===== config.mk =====
export PLATFORM = sky130hd
export DESIGN_NAME = hazard_scoreboard
export DESIGN_NICKNAME = d
export VERILOG_FILES = /design/src/rtl/hazard_pkg.sv /design/src/rtl/sb_match.sv /design/src/rtl/hazard_scoreboard.sv
export SDC_FILE = /design/constraint.sdc
export NUM_CORES = 1
export LEC_CHECK = 0
export ABC_AREA = 1
export ABC_CLOCK_PERIOD_IN_PS = 1830
export BUFFER_PORTS_ARGS = -buffer_cell sky130_fd_sc_hd__buf_4
export CELL_PAD_IN_SITES_DETAIL_PLACEMENT = 0
export CELL_PAD_IN_SITES_GLOBAL_PLACEMENT = 1
export CORE_MARGIN = 8
export CORE_UTILIZATION = 35
export CTS_CLUSTER_DIAMETER = 80
export CTS_CLUSTER_SIZE = 24
export DETAILED_ROUTE_END_ITERATION = 10
export PLACE_DENSITY = 0.73
export SYNTH_ARGS = -nofsm -noshare
export SYNTH_HDL_FRONTEND = slang
export SYNTH_SLANG_ARGS = --single-unit

===== constraint.sdc =====
create_clock -name clk -period 1.83 [get_ports clk]
set_clock_uncertainty 0.05 [all_clocks]
set_input_delay 0.0915 -clock clk [delete_from_list [all_inputs] [get_ports clk]]
set_output_delay 0.0915 -clock clk [all_outputs]
set_load 0.05 [all_outputs]

===== src/rtl/hazard_pkg.sv =====
// Shared types for the decode-stage hazard scoreboard.
package hazard_pkg;

  localparam int unsigned REG_ADDR_W = 5;

  typedef struct packed {
    logic                  valid;
    logic                  wb_en;
    logic                  mem_r_en;
    logic [REG_ADDR_W-1:0] dest;
  } sb_entry_t;

  localparam int unsigned SB_ENTRY_W = $bits(sb_entry_t);

  localparam sb_entry_t SB_BUBBLE = '0;

endpackage


===== src/rtl/sb_match.sv =====
// Compares one in-flight destination against both ID source fields.
module sb_match
  import hazard_pkg::*;
(
  input  logic [SB_ENTRY_W-1:0] entry,
  input  logic [REG_ADDR_W-1:0] src1,
  input  logic [REG_ADDR_W-1:0] src2,
  input  logic                  use1,
  input  logic                  use2,
  output logic [1:0]            match
);

  sb_entry_t e;
  logic      writes;

  // r0 is never a real write target, so it can never conflict
  always_comb begin
    e        = sb_entry_t'(entry);
    writes   = e.valid & e.wb_en & (e.dest != '0);
    match[0] = use1 & writes & (e.dest == src1);
    match[1] = use2 & writes & (e.dest == src2);
  end

endmodule


===== src/rtl/hazard_scoreboard.sv =====
// Decode-stage RAW hazard detector with a shift-register destination tracker.
module hazard_scoreboard
  import hazard_pkg::*;
#(
  parameter int unsigned PIPE_DEPTH = 2,
  parameter int unsigned FWD_EN     = 0,
  parameter int unsigned CNT_W      = 16
) (
  input  logic                            clk,
  input  logic                            rst,
  input  logic                            id_valid,
  input  logic [REG_ADDR_W-1:0]           id_src1,
  input  logic [REG_ADDR_W-1:0]           id_src2,
  input  logic                            id_single_src,
  input  logic                            id_store_bne,
  input  logic [REG_ADDR_W-1:0]           id_dest,
  input  logic                            id_wb_en,
  input  logic                            id_mem_r_en,
  input  logic                            flush,
  input  logic                            freeze,
  output logic                            hazard_detected,
  output logic [$clog2(PIPE_DEPTH+1)-1:0] in_flight,
  output logic [CNT_W-1:0]                stall_count
);

  localparam int unsigned IF_W = $clog2(PIPE_DEPTH + 1);

  sb_entry_t                 entries     [PIPE_DEPTH];
  sb_entry_t                 entries_nxt [PIPE_DEPTH];
  logic [PIPE_DEPTH-1:0][1:0] match;
  logic                      use1;
  logic                      use2;
  logic                      raw_hazard;
  logic [IF_W-1:0]           in_flight_nxt;

  assign use1 = id_valid;
  assign use2 = id_valid & (~id_single_src | id_store_bne);

  for (genvar g = 0; g < PIPE_DEPTH; g++) begin : g_match
    sb_match u_match (
      .entry (entries[g]),
      .src1  (id_src1),
      .src2  (id_src2),
      .use1  (use1),
      .use2  (use2),
      .match (match[g])
    );
  end

  // Stall decision: all stages without forwarding, load-use on EXE only with it
  always_comb begin
    raw_hazard = 1'b0;
    if (FWD_EN != 0) begin
      raw_hazard = entries[0].mem_r_en & (|match[0]);
    end else begin
      for (int unsigned i = 0; i < PIPE_DEPTH; i++) begin
        raw_hazard = raw_hazard | (|match[i]);
      end
    end
    hazard_detected = raw_hazard & ~rst;
  end

  // Next tracker contents and the writer count they imply
  always_comb begin
    for (int unsigned i = 1; i < PIPE_DEPTH; i++) begin
      entries_nxt[i] = entries[i-1];
    end
    if (hazard_detected | flush | ~id_valid) begin
      entries_nxt[0] = SB_BUBBLE;
    end else begin
      entries_nxt[0] = '{valid: 1'b1, wb_en: id_wb_en, mem_r_en: id_mem_r_en, dest: id_dest};
    end
    in_flight_nxt = '0;
    for (int unsigned i = 0; i < PIPE_DEPTH; i++) begin
      in_flight_nxt = in_flight_nxt + IF_W'(entries_nxt[i].valid & entries_nxt[i].wb_en);
    end
  end

  // Tracker, writer count and saturating stall counter; freeze holds everything
  always_ff @(posedge clk) begin
    if (rst) begin
      for (int unsigned i = 0; i < PIPE_DEPTH; i++) begin
        entries[i] <= SB_BUBBLE;
      end
      in_flight   <= '0;
      stall_count <= '0;
    end else if (!freeze) begin
      for (int unsigned i = 0; i < PIPE_DEPTH; i++) begin
        entries[i] <= entries_nxt[i];
      end
      in_flight <= in_flight_nxt;
      if (hazard_detected && (stall_count != '1)) begin
        stall_count <= stall_count + CNT_W'(1);
      end
    end
  end

endmodule


* After elaboration in Yosys (flattened, before gate mapping)
Memories as Yosys holds them, arrays and structs flattened. Index checks and enable logic that the tools add are counted.
Operators by class: add/subtract/negate cells 2, eq/ne operators 5, mux-type cells 8, bitwise logic cells 26, reduce and logical (&&, ||, !) cells 6
Operators with widths (number):
- 8-bit two-way mux | 3
- 5-bit equality test | 4
- 16-bit by 1-bit adder with 16-bit output, second input constant | 1
- 1-bit AND | 16
- 16-bit inequality test, second input constant | 1
- 5-bit nonzero test | 2
- 1-bit bitwise OR | 6
- 1-bit two-way mux | 5
- 1-bit inverter | 4
- 2-bit OR reduction | 2
- 1-bit by 1-bit adder with 2-bit output | 1
- 2-bit AND reduction | 1
- 1-bit logical AND | 1
Word-level totals: flip-flop bits (word level) 18, RAM bits 16, input port bits 24, output and inout bits 19, logic and storage cells 50, memories kept 1
Memories:
- entries | depth 2, bits a word 8, read ports 2, clocked after Yosys merged registers in 0, wr ports 2, line hazard_scoreboard.sv:28 | sb_entry_t entries [PIPE_DEPTH];

* Longest topological paths before layout
depth after elaboration 13, mapped depth 15, gate-level depth less buffers 14

* Hierarchy
Synthesis repeated with hierarchy kept, for this count alone.
Unflattened totals: cells, all modules 350, area total of the unflattened synthesis 2210.9 um^2
By module, submodules not included:
- hazard_scoreboard | instances 1, cells each 238, area each 1778.0 um^2, sequential area each 840.8 um^2
- sb_match | instances 2, cells each 56, area each 216.5 um^2, sequential area each 0.0 um^2

* Least setup slack after synthesis
Ideal clock, no wire load.
path kind flip-flop to flip-flop, start register stall_count[1], end register stall_count[5], data arrival time 1966 ps, data required time 1668 ps, path slack -298 ps, stages on the path, launching flop included 12, path buffers 1, cell sequence dfxtp_1 ha_1 nand2_2 nor3_4 nand2_2 nor2_2 nand3_2 nand4_4 buf_12 nand2_1 nand2_1 nor2_2
On the way: word-level cells in the longest chain between the ends 3, elaborated cells between the ends (all ways) 4
RTL lines:
- start, declared | line hazard_scoreboard.sv:23 | output logic [CNT_W-1:0] stall_count
- start signal, assigned | line hazard_scoreboard.sv:93 | stall_count <= stall_count + CNT_W'(1);
- parallel branches: the longest is 3 deep, another holds 16-bit by 1-bit adder with 16-bit output
Several ways; the timed one is not identified. A chain may end at the register's enable or synchronous reset.

==> impl_results.md <==
* DRT iter0 DRCs at 76
* Worst vdd ir at 0.000308 V
* Largest net degree at the start of global routing at 15
* CP Capture Type: flop
* DR top layer: met4
* Critical Path AT at 1950 ps
* TritonCTS clock tree: done
* Critical Path Most Common Cell: nand2_2
* Vias in the first global route at 1,937
* Most frequent cells in the layout: nand2_1 (85), inv_1 (59), buf_4 (52), nor2_1 (47), nand3_1 (16)
* Power Dens Cells at 543 nW/µm²
* CP bufs+invs at 2
* FILL cells at 624
* Met3 WL post-DR at 228 µm
* Initial antenna violation count at 0
* Mapped Nets at 341
* Crit share post-route at 98.9%
* Router iterations before antenna repair at 4
* FF+latch area at 797 µm²
* Global route overflow at 0
* Final nets at 399
* Die Y at 93.8 µm
* Most common cell after layout, fill and taps aside: nand2_1
* Min cycle time layout at 1810 ps
* Yosys warning total at 0
* PortBufs at 41
* Cell Area, Synth at 2120 µm²
* Hold crit path type: in2reg
* Gr usage total at 12.6%
* Hold Vio Cnt, Final at 0
* Slew Limit Fails at 0
* Worst skew pair latency at 290 ps
* LEAKAGE at 1.43 nW
* Clk buf depth at 2
* Rows at 28
* CTS Root Cell: clkbuf_8
* Met1 wire length at 2500 µm
* First-pass GRT wire length at 8910 µm
* Final worst setup slack at 19.7 ps
* DRC viols at 0
* RSZ-0062 raised after global routing: yes
* Area grow syn2layout at 30.4%
* Delay-heaviest family, CP: simple AND/OR/NAND/NOR gates
* WS Path Type: reg2reg
* Post-synthesis average cell area at 6.72 µm²
* Diode count at 0
* Via density at 4.53
* CP Data Required Time at 1970 ps
* Crit path max fanout at 4
* CP peak stage delay at 460 ps
* Gp weighted congestion at 0.800
* Ports at 43
* Fmax at 0.552 GHz
* Seq cells post-synth at 32
* Seq/Total Area, Yosys at 36.9%
* Core area at 5890 µm²
* Clock slew at reported path FFs at 70 ps
* Maxcap violations at 0
* Sinks on Clock Net at 32
* Cells after Synth at 315
* Relative slew slack at 71.5%
* Starting Density at 36.0%
* Routed WL at 5270 µm
* Startpoint Class: flop
* Final setup vio count at 0
* Remaining antenna violation count after routing at 0
* H-tree levels at 2
* Worst slew pin tran at 426 ps
* DR vias at 2,035
* Cts bufs inserted at 5
* Slowest cell on crit path: edfxtp_1
* Mean routed wirelength per cell at 11.7 µm
* Status: complete, no violations
* Met2 wire len at 2460 µm
* Die Wd at 93.8 µm
* DIE AREA at 8800 µm²
* Synth cell types at 29
* CP cell instances: buf_6 > nor2_4 > nand4_1 > nand4_1 > inv_1 > nand2_2 > nand2_2 > nand2_2 > nand3_1 > nor2_1 > ha_1 > nand2_1 > nand2_1
* Post-Place Worst Slack at 41.7 ps
* Share of cells above drive strength 1 at 28.3%
* DP Wirelength at 4010 µm
* Setup_tns at 0 ps
* Area of the multi-input gates at 1090 µm²
[layer usage]
layer | global-route usage, % | vias to the layer above
li1 | - | 1083
met1 | 15.4 | 913
met2 | 20.4 | 32
met3 | 3.60 | 7
met4 | 4.36 | 0
met5 | 0 | -
[state kept, by name (all words and copies together), names as in the netlist]
register and cells:
stall_count 16, entries 14, in_flight 2
[where the power goes]
group	internal [mW]	switching [mW]	total [mW]
logic	0.0860	0.110	0.196
registers	0.763	0.0176	0.781
clock network	0.259	0.263	0.523
[through the flow]
| stage | power [mW] | hold slack (ps) | util, % | instance area, µm² | instances |
|---|---|---|---|---|---|
| detailed placement | 0.984 | 346 | 43.8 | 2580 | 437 |
| finish | 1.50 | 54.6 | 46.9 | 2760 | 449 |
| floorplan | 0.903 | 250 | - | 2130 | 315 |
| global placement | 0.983 | 337 | 43.8 | 2580 | 437 |
| CTS | 1.51 | 46.2 | 45.2 | 2660 | 445 |
| global route | 1.57 | 70.0 | 46.9 | 2760 | 449 |
[cell families after synthesis]
family	Yosys count	synth area share [%]
compound gates	13	4.90
xor+xnor	6	2.48
fa+ha+maj	2	1.18
buf+inv	71	14.0
flops	32	36.9
simple gates	191	40.6
[what timing repair did]
item	in CTS	in global routing
setup buffers	0	2
hold buffers	0	0
setup endpoints to repair	1	21
gates cloned	0	2
pin swaps	0	10
resized for setup	1	16
[final timing paths]
path                            depth (start not counted)           from  slack, ps       endpoint
worst max-delay path                                   13  entries[0][9]         20   in_flight[0]
worst min-delay path                                    3     id_dest[2]         50  entries[0][2]
worst max register to register                         13  entries[0][9]         20   in_flight[0]
worst min register to register                          2   in_flight[0]        440   in_flight[0]
[synth_stat cells]
| cell type | n | area [µm²] |
|---|---|---|
| buf_12 | 1 | 20.0 |
| xor2_1 | 3 | 26.3 |
| nor2_1 | 49 | 184 |
| nand4_1 | 12 | 75.1 |
| nand4_2 | 1 | 12.5 |
| xnor2_1 | 3 | 26.3 |
| inv_2 | 3 | 11.3 |
| buf_6 | 1 | 11.3 |
| nand3_1 | 16 | 80.1 |
| nand2_1 | 88 | 330 |
| or2_2 | 1 | 6.26 |
| buf_4 | 1 | 7.51 |
| buf_2 | 2 | 10.0 |
| o21bai_2 | 3 | 33.8 |
| nand3_2 | 1 | 10.0 |
| ha_1 | 2 | 25.0 |
| dfxtp_1 | 18 | 360 |
| a21oi_2 | 1 | 8.76 |
| a31oi_1 | 1 | 6.26 |
| nor2_2 | 11 | 68.8 |
| nor3_4 | 1 | 16.3 |
| clkbuf_1 | 2 | 7.51 |
| nand4_4 | 1 | 21.3 |
| edfxtp_1 | 14 | 420 |
| nor3_1 | 6 | 30.0 |
| o21bai_1 | 6 | 45.0 |
| nand2_2 | 4 | 25.0 |
| a21oi_1 | 2 | 10.0 |
| inv_1 | 61 | 229 |
[tightest hold or removal path, stage by stage]
cell,delay (ps)
buf_4,70
inv_1,30
nor2_1,80
[final cells by class]
| type | instances | share of cell area [%] |
|---|---|---|
| multi-input cells | 213 | 39.5 |
| flip-flops and latches | 32 | 28.8 |
| clock inverters | 2 | 0.272 |
| clock buffers | 6 | 2.63 |
| inverters | 64 | 8.70 |
| well taps | 75 | 3.40 |
| repair buffers | 57 | 16.6 |
Power figures use the tool's default switching activity.
